$ cat src/rtl/parity_pkg.sv
// Shared types and helpers for the parity check sequencer.
package parity_pkg;

    typedef enum logic [1:0] {
        IDLE = 2'd0,
        SCAN = 2'd1,
        DONE = 2'd2
    } seq_state_t;

    // Width of the nibble index counter; never narrower than one bit.
    function automatic int nib_w(input int nib);
        return (nib <= 2) ? 1 : $clog2(nib);
    endfunction

endpackage

$ cat src/rtl/parity_nibble_xor.sv
// Shared 4-input XOR stage: P=1 when the nibble holds an odd number of ones.
module parity_nibble_xor (
    input  logic A,
    input  logic B,
    input  logic C,
    input  logic D,
    output logic P
);

    assign P = A ^ B ^ C ^ D;

endmodule

$ cat src/rtl/parity_check_sequencer.sv
// Walks a latched word one nibble per cycle through a single XOR stage,
// folds in the even-parity bit, and hands off pass/fail with a saturating
// error counter.
//
// state | meaning
// IDLE  | ready for a new word (in_ready=1 unless in reset)
// SCAN  | folding one nibble per cycle into the accumulator
// DONE  | result presented, waiting for res_ready
module parity_check_sequencer
    import parity_pkg::*;
#(
    parameter int WORD_W = 16,
    parameter int CNT_W  = 8
) (
    input  logic              clk,
    input  logic              rst,
    input  logic              in_valid,
    output logic              in_ready,
    input  logic [WORD_W-1:0] in_data,
    input  logic              in_parity,
    output logic              res_valid,
    input  logic              res_ready,
    output logic              res_err,
    output logic [WORD_W-1:0] res_data,
    output logic [CNT_W-1:0]  err_count,
    input  logic              clr_count,
    output logic              busy
);

    localparam int NIB   = WORD_W / 4;
    localparam int NIB_W = nib_w(NIB);
    localparam logic [NIB_W-1:0] LAST_IDX = NIB_W'(NIB - 1);
    localparam logic [CNT_W-1:0] CNT_MAX  = '1;

    if (((WORD_W % 4) != 0) || (WORD_W < 4)) begin : g_bad_width
        $error("parity_check_sequencer: WORD_W must be a multiple of 4 and >= 4");
    end

    seq_state_t        r_state;
    logic [NIB_W-1:0]  r_idx;
    logic              r_acc;
    logic [WORD_W-1:0] r_data_q;
    logic              r_res_err;
    logic [CNT_W-1:0]  r_cnt;

    logic [WORD_W-1:0] w_shifted;
    logic [3:0]        w_nib;
    logic              w_nib_p;
    logic              w_accept;
    logic              w_handoff;

    // Select the nibble addressed by the index for the shared XOR stage.
    assign w_shifted = r_data_q >> {r_idx, 2'b00};
    assign w_nib     = w_shifted[3:0];

    parity_nibble_xor u_nib_xor (
        .A (w_nib[0]),
        .B (w_nib[1]),
        .C (w_nib[2]),
        .D (w_nib[3]),
        .P (w_nib_p)
    );

    // in_ready is gated by rst so nothing is accepted on a reset edge.
    assign in_ready  = (r_state == IDLE) && !rst;
    assign res_valid = (r_state == DONE);
    assign busy      = (r_state != IDLE);
    assign res_err   = r_res_err;
    assign res_data  = r_data_q;
    assign err_count = r_cnt;

    assign w_accept  = in_valid && in_ready;
    assign w_handoff = res_valid && res_ready;

    // Sequencer FSM, nibble walk and result registers.
    always_ff @(posedge clk) begin
        if (rst) begin
            r_state   <= IDLE;
            r_idx     <= '0;
            r_acc     <= 1'b0;
            r_data_q  <= '0;
            r_res_err <= 1'b0;
        end else begin
            case (r_state)
                IDLE: begin
                    if (w_accept) begin
                        r_data_q <= in_data;
                        r_acc    <= in_parity;
                        r_idx    <= '0;
                        r_state  <= SCAN;
                    end
                end
                SCAN: begin
                    r_acc <= r_acc ^ w_nib_p;
                    r_idx <= r_idx + NIB_W'(1);
                    if (r_idx == LAST_IDX) begin
                        r_res_err <= r_acc ^ w_nib_p;
                        r_state   <= DONE;
                    end
                end
                DONE: begin
                    if (res_ready) begin
                        r_state <= IDLE;
                    end
                end
                default: r_state <= IDLE;
            endcase
        end
    end

    // Saturating error counter; a clear beats a simultaneous increment.
    always_ff @(posedge clk) begin
        if (rst) begin
            r_cnt <= '0;
        end else if (clr_count) begin
            r_cnt <= '0;
        end else if (w_handoff && r_res_err && (r_cnt != CNT_MAX)) begin
            r_cnt <= r_cnt + CNT_W'(1);
        end
    end

endmodule

$ cat config.mk
export PLATFORM = sky130hd
export DESIGN_NAME = parity_check_sequencer
export DESIGN_NICKNAME = d
export VERILOG_FILES = /design/src/rtl/parity_pkg.sv /design/src/rtl/parity_nibble_xor.sv /design/src/rtl/parity_check_sequencer.sv
export SDC_FILE = /design/constraint.sdc
export NUM_CORES = 1
export LEC_CHECK = 0
export BUFFER_PORTS_ARGS = -buffer_cell sky130_fd_sc_hd__buf_2
export CORE_MARGIN = 3
export CORE_UTILIZATION = 42
export DETAILED_ROUTE_END_ITERATION = 16
export GPL_TIMING_DRIVEN = 1
export PLACE_DENSITY_LB_ADDON = 0.2
export SLEW_MARGIN = 5
export SYNTH_ARGS = -nofsm -noshare
export SYNTH_HDL_FRONTEND = slang
export SYNTH_SLANG_ARGS = --single-unit
$ cat constraint.sdc
create_clock -name clk -period 1.59 [get_ports clk]
set_input_delay 0.318 -clock clk [delete_from_list [all_inputs] [get_ports clk]]
set_output_delay 0.318 -clock clk [all_outputs]
set_load 0.01 [all_outputs]
# After elaboration in Yosys (flattened, before gate mapping)

Cells that the tools add are included.

Add/sub/neg operators: 2
Equal/unequal tests: 7
Shifts and indexed selects: 1
Multiplexer cells: 8
Bitwise operators: 4
Reductions and logical operators: 14

Operators by type and width:

| cell                | count |
|---|---|
| $shr 16x4->4        | 1 |
| $add 8x1->8 const B | 1 |
| $mux 2              | 4 |
| $ne 8x8->1 const B  | 1 |
| $pmux 2 s3          | 1 |
| $reduce_and 2->1    | 3 |
| $logic_and 1x1->1   | 5 |
| $eq 2x2->1 const B  | 2 |
| $ne 2x2->1 const B  | 2 |
| $pmux 2 s2          | 1 |
| $reduce_bool 2->1   | 2 |
| $xor 1x1->1         | 4 |
| $reduce_and 3->1    | 1 |
| $add 2x1->2 const B | 1 |
| $eq 2x1->1 const B  | 1 |
| $logic_not 2->1     | 1 |
| $ne 2x1->1 const B  | 1 |
| $pmux 1 s2          | 1 |
| $reduce_or 2->1     | 1 |
| $logic_not 1->1     | 1 |
| $mux 1              | 1 |

Register bits after elaboration: 30
Input port bits: 22
Output and inout port bits: 28
Logic and storage cells: 42

# Longest topological paths before layout

Gate-level depths: netlist of run 1.

Depth after elaboration: 6
Gate-level depth with buffers: 6
Depth with buffers taken out: 6

# Cells and area by module

From an unflattened synthesis of run 1, not the netlist that was laid out.

Cell total of the unflattened synthesis: 155
Area, all modules: 1,373.8 µm²

Modules (own cells, without submodules):

| module                 | instances | cells an instance | area an instance (µm²) | sequential area each (µm²) |
|---|---|---|---|---|
| parity_check_sequencer | 1         | 152               | 1,347.5                | 600.6 |
| parity_nibble_xor      | 1         | 3                 | 26.3                   | 0.0 |

# Worst setup path after synthesis of run 1

No wires, ideal clock.

Path type: register to register
Start point: register r_idx[0]
End point: register r_res_err (netlist: res_err)
Data arrival time: 1.618 ns
Data required time: 1.458 ns
Setup slack: -0.160 ns
Stages on the path, launching flop included: 6
Period minus slack after synthesis: 1.750 ns
Cells stage by stage: dfxtp_1 mux4_2 xnor2_1 xnor3_1 nand3_1 a21oi_1

Cells in the longest elaborated chain, start to end: 5
Elaborated cells on any way between the ends: 7

RTL lines:

| what                      | RTL line                     | RTL |
|---|---|---|
| start, declared           | parity_check_sequencer.sv:40 | `logic [NIB_W-1:0] r_idx;` |
| start signal, assigned    | parity_check_sequencer.sv:95 | `r_idx <= r_idx + NIB_W'(1);` |
| $shr 16x4->4              | parity_check_sequencer.sv:53 | `assign w_shifted = r_data_q >> {r_idx, 2'b00};` |
| $xor 1x1->1 (3 in series) | parity_nibble_xor.sv:10      | `assign P = A ^ B ^ C ^ D;` |
| $xor 1x1->1               | parity_check_sequencer.sv:97 | `r_res_err <= r_acc ^ w_nib_p;` |
| end signal, assigned      | parity_check_sequencer.sv:97 |  |
| end, declared             | parity_check_sequencer.sv:43 | `logic r_res_err;` |

Several ways; a longest one is shown, not always the timed one.
A chain may end at the register's enable or synchronous reset.

# Worst setup path after layout of run 1

Start point: register r_data_q[12] (netlist: res_data[12])
End point: register r_res_err (netlist: res_err)

Cells in the longest elaborated chain, start to end: 5

RTL lines:

| what                      | RTL line                     | RTL |
|---|---|---|
| start, declared           | parity_check_sequencer.sv:42 | `logic [WORD_W-1:0] r_data_q;` |
| start signal, assigned    | parity_check_sequencer.sv:87 | `r_data_q <= in_data;` |
| $shr 16x4->4              | parity_check_sequencer.sv:53 |  |
| $xor 1x1->1 (3 in series) | parity_nibble_xor.sv:10      |  |
| $xor 1x1->1               | parity_check_sequencer.sv:97 |  |

No other way between the ends.

==> metrics.md, run 1 <==
| Metric | Value |
|---|---|
| Worst slew pin tran | `approximately 340 ps` |
| Internal | `around 1.1 mW` |
| Vias in the first global route | `about 1,200` |
| Min-delay worst type | `input pin to register` |
| Max Root-Sink Buffers | `2` |
| Rel. slew slack | `77.48%` |
| GRT Total Usage | `between 10% and 20%` |
| Ys async rst share | `0%` |
| Critical Path Fanout Max | `2` |
| Sink Count | `30` |
| First-pass GRT wire length | `about 5300 um` |
| Clock skew | `~6.3 ps` |
| Detailed-route vias per instance | `4.802` |
| Cells after Synth | `~150` |
| Most common library cell in the layout ignoring fill and taps | `buf_2` |
| Clock share of power | `between 30% and 40%` |
| Post-synth top area cell | `dfxtp_1` |
| Reg2Reg Setup Slack | `-50 ps` |
| Sequential share of power | `between 50 and 60%` |
| Switch share | `25.38%` |
| Max-cap check violation count | `0` |
| RePlAce Congestion | `0.8212` |
| Worst Path Class, Setup | `register to register` |
| Via count | `1,234` |
| Post-Syn Nets | `178` |
| Overall power | `about 1.5 mW` |
| Worst path arrival time | `about 1900 ps` |
| Layout Nets | `around 240` |
| Power per cell area | `around 840 mW/mm^2` |
| Starting Density | `a little under half` |
| Min cycle time layout | `1637 ps` |
| Area after DPL | `roughly 0.0017 mm^2` |
| WP data required | `between 1500 and 2000 ps` |
| Post-synth EDFFs | `0` |
| Pleak | `approximately 0.8 nW` |
| Drt initial violations | `32` |
| Violated checks | `setup timing` |
| Critical Path End Type | `register` |
| DR WL/cell | `around 12 um` |
| Synth Warn # | `0` |
| Fillers | `257` |
| Clock root buffer | `clkbuf_4` |
| Boundary Pins | `50` |
| Final ANT Viol Nets | `0` |
| Die Y | `about 62 um` |
| Most frequent cells in the layout | `buf_2, nand2_1, dfxtp_1, a21oi_1, nor2_1` |
| Area of the multi-input gates | `around 700 um^2` |
| RR Startpoint | `res_data[12]$_SDFFE_PP0P_` |
| Max Fclk | `611.0 MHz` |
| Clock transition at path regs | `around 90 ps` |
| Status | `finished, violations left` |
| DR DRC count | `0` |
| Register area share after synthesis | `approximately 45%` |
| Chip width | `~62 um` |
| Post-DP HPWL | `about 2300 um` |
| Tcrit/Tclk final | `102.9%` |
| Initial antenna violation count | `0` |
| RSZ-0062 raised after global routing | `yes` |
| Psw | `~0.37 mW` |
| Worst-Skew Late Latency | `approximately 330 ps` |
| Post-synth top area share | `between 40% and 50%` |
| Die footprint | `~0.0039 mm^2` |
| Final setup margin | `-46.72 ps` |
| Core footprint | `0.002877 mm^2` |
| Netlist cell types | `26` |
| Port Buffers | `slightly below 50` |
| Htree depth | `2` |
| Worst Hold Path Cells | `3` |
| CP Launch Type | `register` |
| Syn avg cell area | `between 8 and 9 um^2` |
| CTS tree | `built` |
| DR pass1 iterations | `3` |
| Hold_sp | `in_data[2]` |
| Num CTS Buffers | `5` |
| Top FF cell, synth | `dfxtp_1` |
| Sequential Area | `slightly above 600 um^2` |
| Largest net degree at the start of global routing | `24` |
| Worst Hold End | `res_data[2]$_SDFFE_PP0P_` |
| Reg2reg end | `res_err$_SDFFE_PP0P_` |
| Share of layout cells above drive strength 1 | `a little under two fifths` |
| Detailed Route WL | `around 3000 um` |
| GRT overflow | `0` |
| Final instance area | `0.001752 mm^2` |
| Area delta synth->final | `32.08%` |
| Mapped Area | `approximately 0.0013 mm^2` |
| Setup-failing EPs final | `2` |
| Pre-CTS setup slack | `-49.31 ps` |
| Yosys reg bits | `30` |
| Synth top area cells | `dfxtp_1, nand2_1, a21oi_1` |
| Final hold vios | `0` |
| Final slew viol count | `0` |
| Reg2reg path depth | `5` |
| Setup Buffers After CTS | `0` |
| Combinational share of power | `a little over an eighth` |
| Diodes inserted | `0` |
| Peak supply drop | `0.0005085 V` |
| Placement Rows | `19` |
[how the worst max path moves through the flow]
stage                           endpoint                 startpoint  slack (ps)  cells after the start
global route          r_acc$_SDFFE_PP0P_   res_data[4]$_SDFFE_PP0P_        -100                      5
global placement    res_err$_SDFFE_PP0P_  res_data[12]$_SDFFE_PP0P_          -3                      5
finish              res_err$_SDFFE_PP0P_  res_data[12]$_SDFFE_PP0P_         -50                      5
CTS                   r_acc$_SDFFE_PP0P_  res_data[12]$_SDFFE_PP0P_         -60                      5
detailed placement    r_acc$_SDFFE_PP0P_  res_data[12]$_SDFFE_PP0P_         -50                      5
floorplan           res_err$_SDFFE_PP0P_  res_data[13]$_SDFFE_PP0P_          20                      5
[stage by stage]
| stage | std cells | util [%] | hold WS (ps) | setup TNS, ps |
|---|---|---|---|---|
| CTS | 257 | 60.72 | 206.2 | -117.0 |
| floorplan | 154 | - | 379.7 | 0 |
| global route | 257 | 60.90 | 209.2 | -320.3 |
| global placement | 249 | 58.50 | 453.3 | -3.416 |
| finish | 257 | 60.90 | 208.4 | -86.50 |
| detailed placement | 249 | 58.50 | 461.1 | -90.09 |
[cells in the mapped netlist (2+ instances only)]
master / number
nor2_1: 11
nand3_1: 4
clkbuf_1: 3
buf_2: 2
mux2i_1: 3
nand2_1: 42
ha_1: 2
mux4_1: 2
xor2_1: 7
nor3_1: 5
nand2b_1: 2
or2_2: 2
xnor2_1: 4
dfxtp_1: 30
nor2b_1: 2
a21oi_1: 21
inv_1: 3
[timing repair]
action	in CTS	in global routing
hold buffers	0	0
resized for setup	1	3
pin swaps	0	0
endpoints found under the setup margin	2	22
[critical path, cell delays in order (launching register included)]
cell and delay, ps:
dfxtp_2 330, xor2_1 160, mux4_2 480, xnor3_1 410, nand3_1 80, a21oi_1 130
[logic make-up (layout without fill, tap and decap cells)]
logic type	count (synthesis)	count (layout)	synth area share [%]
compound gates	23	23	9.340
xor+xnor	12	12	8.962
fa+ha+maj	2	2	1.886
buf+inv	9	70	2.735
flops	30	30	45.28
mux	7	7	8.773
simple gates	71	71	23.02
[sequential cells by signal (all words and copies together), names as in the netlist]
name       cells
r_idx          2
res_data      16
r_acc          1
r_state        2
err_count      8
res_err        1
[layout make-up]
| type | instances | share of cell area [%] |
|---|---|---|
| clock buffers | 7 | 3.143 |
| clock inverters | 1 | 0.2857 |
| inverters | 3 | 0.6429 |
| multi-input cells | 115 | 39.79 |
| flip-flops and latches | 30 | 34.86 |
| well taps | 42 | 3.000 |
| repair buffers | 59 | 18.29 |
[layer usage]
layer	track usage, %	wire (um)
met2	26.88	1312
met1	20.58	1424
met3	7.207	217
met5	0	0
met4	5.801	47
[power by group through the flow]
stage	Combinational, mW	Sequential [mW]	Clock, mW
5_1_grt	0.218	0.803	0.521
4_1_cts	0.199	0.799	0.480
2_1_floorplan	0.102	0.825	0
3_5_place_dp	0.196	0.816	0
6_report	0.197	0.799	0.468
3_3_place_gp	0.189	0.814	0
Power figures use the tool's default switching activity.
==> run 2, diff against run 1 <==
Settings changed: CORE_MARGIN 3 to 2.
==> metrics.md, run 2 (synthesis results as in run 1) <==
| Metric | Value |
|---|---|
| RePlAce Congestion | `0.8257 (was 0.8212)` |
| Reg2reg end | `r_acc$_SDFFE_PP0P_ (was res_err$_SDFFE_PP0P_)` |
| Worst-Skew Late Latency | `320 ps (was 330 ps)` |
| Initial antenna violation count | `0 (unchanged)` |
| Setup-failing EPs final | `2 (unchanged)` |
| DP Cell Count | `255 (was 249)` |
| Core footprint | `0.003028 mm^2 (was 0.002877 mm^2)` |
| Overall power | `1.478 mW (was 1.464 mW)` |
| Max Fclk | `606.0 MHz (was 611.0 MHz)` |
| GRT Total Usage | `18.61% (was 16.93%)` |
| Critical Path End Type | `register (unchanged)` |
| Post-CTS Hold Buffers | `0 (unchanged)` |
| Detailed Route WL | `3069 um (was 3002 um)` |
| DR DRC count | `0 (unchanged)` |
| Min cycle time layout | `1650 ps (was 1637 ps)` |
| Hold_sp | `in_data[1] (was in_data[2])` |
| Reg2Reg Setup Slack | `-60 ps (was -50 ps)` |
| RSZ-0062 raised after global routing | `yes (unchanged)` |
| Peak supply drop | `0.0005776 V (was 0.0005085 V)` |
| Min-delay worst type | `input pin to register (unchanged)` |
| Fin cells | `263 (was 257)` |
| Pleak | `0.8286 nW (was 0.8030 nW)` |
| DR WL/cell | `11.67 um (was 11.68 um)` |
| Chip width | `60.20 um (was 62.20 um)` |
| Clock skew | `6.400 ps (was 6.256 ps)` |
| Share of layout cells above drive strength 1 | `38.81% (was 38.14%)` |
| Max Root-Sink Buffers | `2 (unchanged)` |
| Most common library cell in the layout ignoring fill and taps | `buf_2 (unchanged)` |
| Max reg flops | `16 (unchanged)` |
| Setup Buffers After CTS | `0 (unchanged)` |
| Fillers | `291 (was 257)` |
| Starting Density | `43.80% (was 46.11%)` |
| Final instance area | `0.001800 mm^2 (was 0.001752 mm^2)` |
| Critical Path Fanout Max | `2 (unchanged)` |
| Total Neg Setup Slack | `-106.5 ps (was -86.50 ps)` |
| DR pass1 iterations | `4 (was 3)` |
| Clock root buffer | `clkbuf_4 (unchanged)` |
| Area delta synth->final | `35.75% (was 32.08%)` |
| CP Launch Type | `register (unchanged)` |
| Die footprint | `0.003623 mm^2 (was 0.003868 mm^2)` |
| Port Buffers | `49 (unchanged)` |
| Boundary Pins | `50 (unchanged)` |
| Via count | `1,265 (was 1,234)` |
| CTS tree | `built (unchanged)` |
| Worst Setup SP | `res_data[12]$_SDFFE_PP0P_ (unchanged)` |
| Sink Count | `30 (unchanged)` |
| Rel. slew slack | `63.25% (was 77.48%)` |
| Worst slew pin tran | `550.0 ps (was 337.1 ps)` |
| Most frequent cells in the layout | `buf_2, nand2_1, dfxtp_1, a21oi_1, buf_4 (was buf_2, nand2_1, dfxtp_1, a21oi_1, nor2_1)` |
| Violated checks | `setup timing (unchanged)` |
| Reg2reg path depth | `5 (unchanged)` |
| Final ANT Viol Nets | `0 (unchanged)` |
| GRT overflow | `0 (unchanged)` |
| Num CTS Buffers | `5 (unchanged)` |
| WP data required | `1850 ps (was 1860 ps)` |
| Area after DPL | `0.001728 mm^2 (was 0.001683 mm^2)` |
| First-pass GRT wire length | `4926 um (was 5319 um)` |
| Die Y | `60.20 um (was 62.20 um)` |
| Max-cap check violation count | `0 (unchanged)` |
| Worst Path Class, Setup | `register to register (unchanged)` |
| Largest net degree at the start of global routing | `24 (unchanged)` |
| Diodes inserted | `0 (unchanged)` |
| Detailed-route vias per instance | `4.810 (was 4.802)` |
| Vias in the first global route | `1,130 (was 1,175)` |
| Tcrit/Tclk final | `103.8% (was 102.9%)` |
| Drt initial violations | `55 (was 32)` |
| Worst Hold End | `res_data[1]$_SDFFE_PP0P_ (was res_data[2]$_SDFFE_PP0P_)` |
| Post-DP HPWL | `2287 um (was 2293 um)` |
| Final setup margin | `-60.08 ps (was -46.72 ps)` |
| Final slew viol count | `0 (unchanged)` |
| Worst path arrival time | `1910 ps (was 1900 ps)` |
| Final hold vios | `0 (unchanged)` |
| Clock transition at path regs | `90 ps (about the same)` |
| Pre-CTS setup slack | `-48.35 ps (was -49.31 ps)` |
| Layout Nets | `242 (was 238)` |
| Htree depth | `2 (unchanged)` |
| RR Startpoint | `res_data[12]$_SDFFE_PP0P_ (unchanged)` |
| Placement Rows | `20 (was 19)` |
| Status | `finished, violations left (unchanged)` |
| Power per cell area | `820.8 mW/mm^2 (was 835.6 mW/mm^2)` |
| Worst Hold Path Cells | `3 (unchanged)` |
==> run 2: power by group <==
group / switching, mW / internal (mW) / total [mW]
logic: 0.100 / 0.110 / 0.210
registers: 0.0206 / 0.778 / 0.799
clock network: 0.255 / 0.214 / 0.469
total: 0.375 / 1.10 / 1.48
==> run 2: area by class of cell <==
cell class / instances / area (um^2) / area share [%]
tap: 44 / 55.05 / 3.058
clock inverter: 1 / 5.005 / 0.2780
timing repair buffer: 63 / 369.1 / 20.50
sequential: 30 / 610.6 / 33.91
inverter: 3 / 11.26 / 0.6254
multi-input combinational: 115 / 694.4 / 38.57
clock buffer: 7 / 55.05 / 3.058
==> run 2: critical path: stages, from the launching register on <==
cell and delay [ps]:
dfxtp_2 330, xor2_1 160, mux4_2 480, xnor3_1 410, nand2_1 80, a21oi_2 140
==> run 2: worst max path at each step <==
| stage | slack, ps | endpoint |
|---|---|---|
| 6_report | -60 | r_acc$_SDFFE_PP0P_ |
| 5_1_grt | -130 | res_err$_SDFFE_PP0P_ |
| 4_1_cts | -70 | r_acc$_SDFFE_PP0P_ |
| 3_5_place_dp | -50 | res_err$_SDFFE_PP0P_ |
| 3_3_place_gp | -10 | res_err$_SDFFE_PP0P_ |
| 2_1_floorplan | 20 | res_err$_SDFFE_PP0P_ |
==> run 2: stage by stage <==
stage | hold WS (ps) | utilization, %
2_1_floorplan | 379.7 | -
3_3_place_gp | 458.7 | 57.07
3_5_place_dp | 468.3 | 57.07
4_1_cts | 209.7 | 59.17
5_1_grt | 213.4 | 59.46
6_report | 221.8 | 59.46
==> run 2: timing repair <==
item                       in CTS  in global routing
pin swaps                       0                  0
gates resized for setup         1                  3
gates cloned                    0                  0
setup endpoints to repair       2                  6
==> run 2: layer usage <==
| layer | GRT usage (%) | up-vias | part of all wire (%) | routed length [um] |
|---|---|---|---|---|
| li1 | - | 641 | - | - |
| met1 | 23.46 | 585 | 45 | 1380 |
| met2 | 30.28 | 34 | 49 | 1510 |
| met3 | 3.896 | 5 | 4.1 | 125 |
| met4 | 8.571 | 0 | 1.7 | 53 |
| met5 | 0 | - | 0 | 0 |
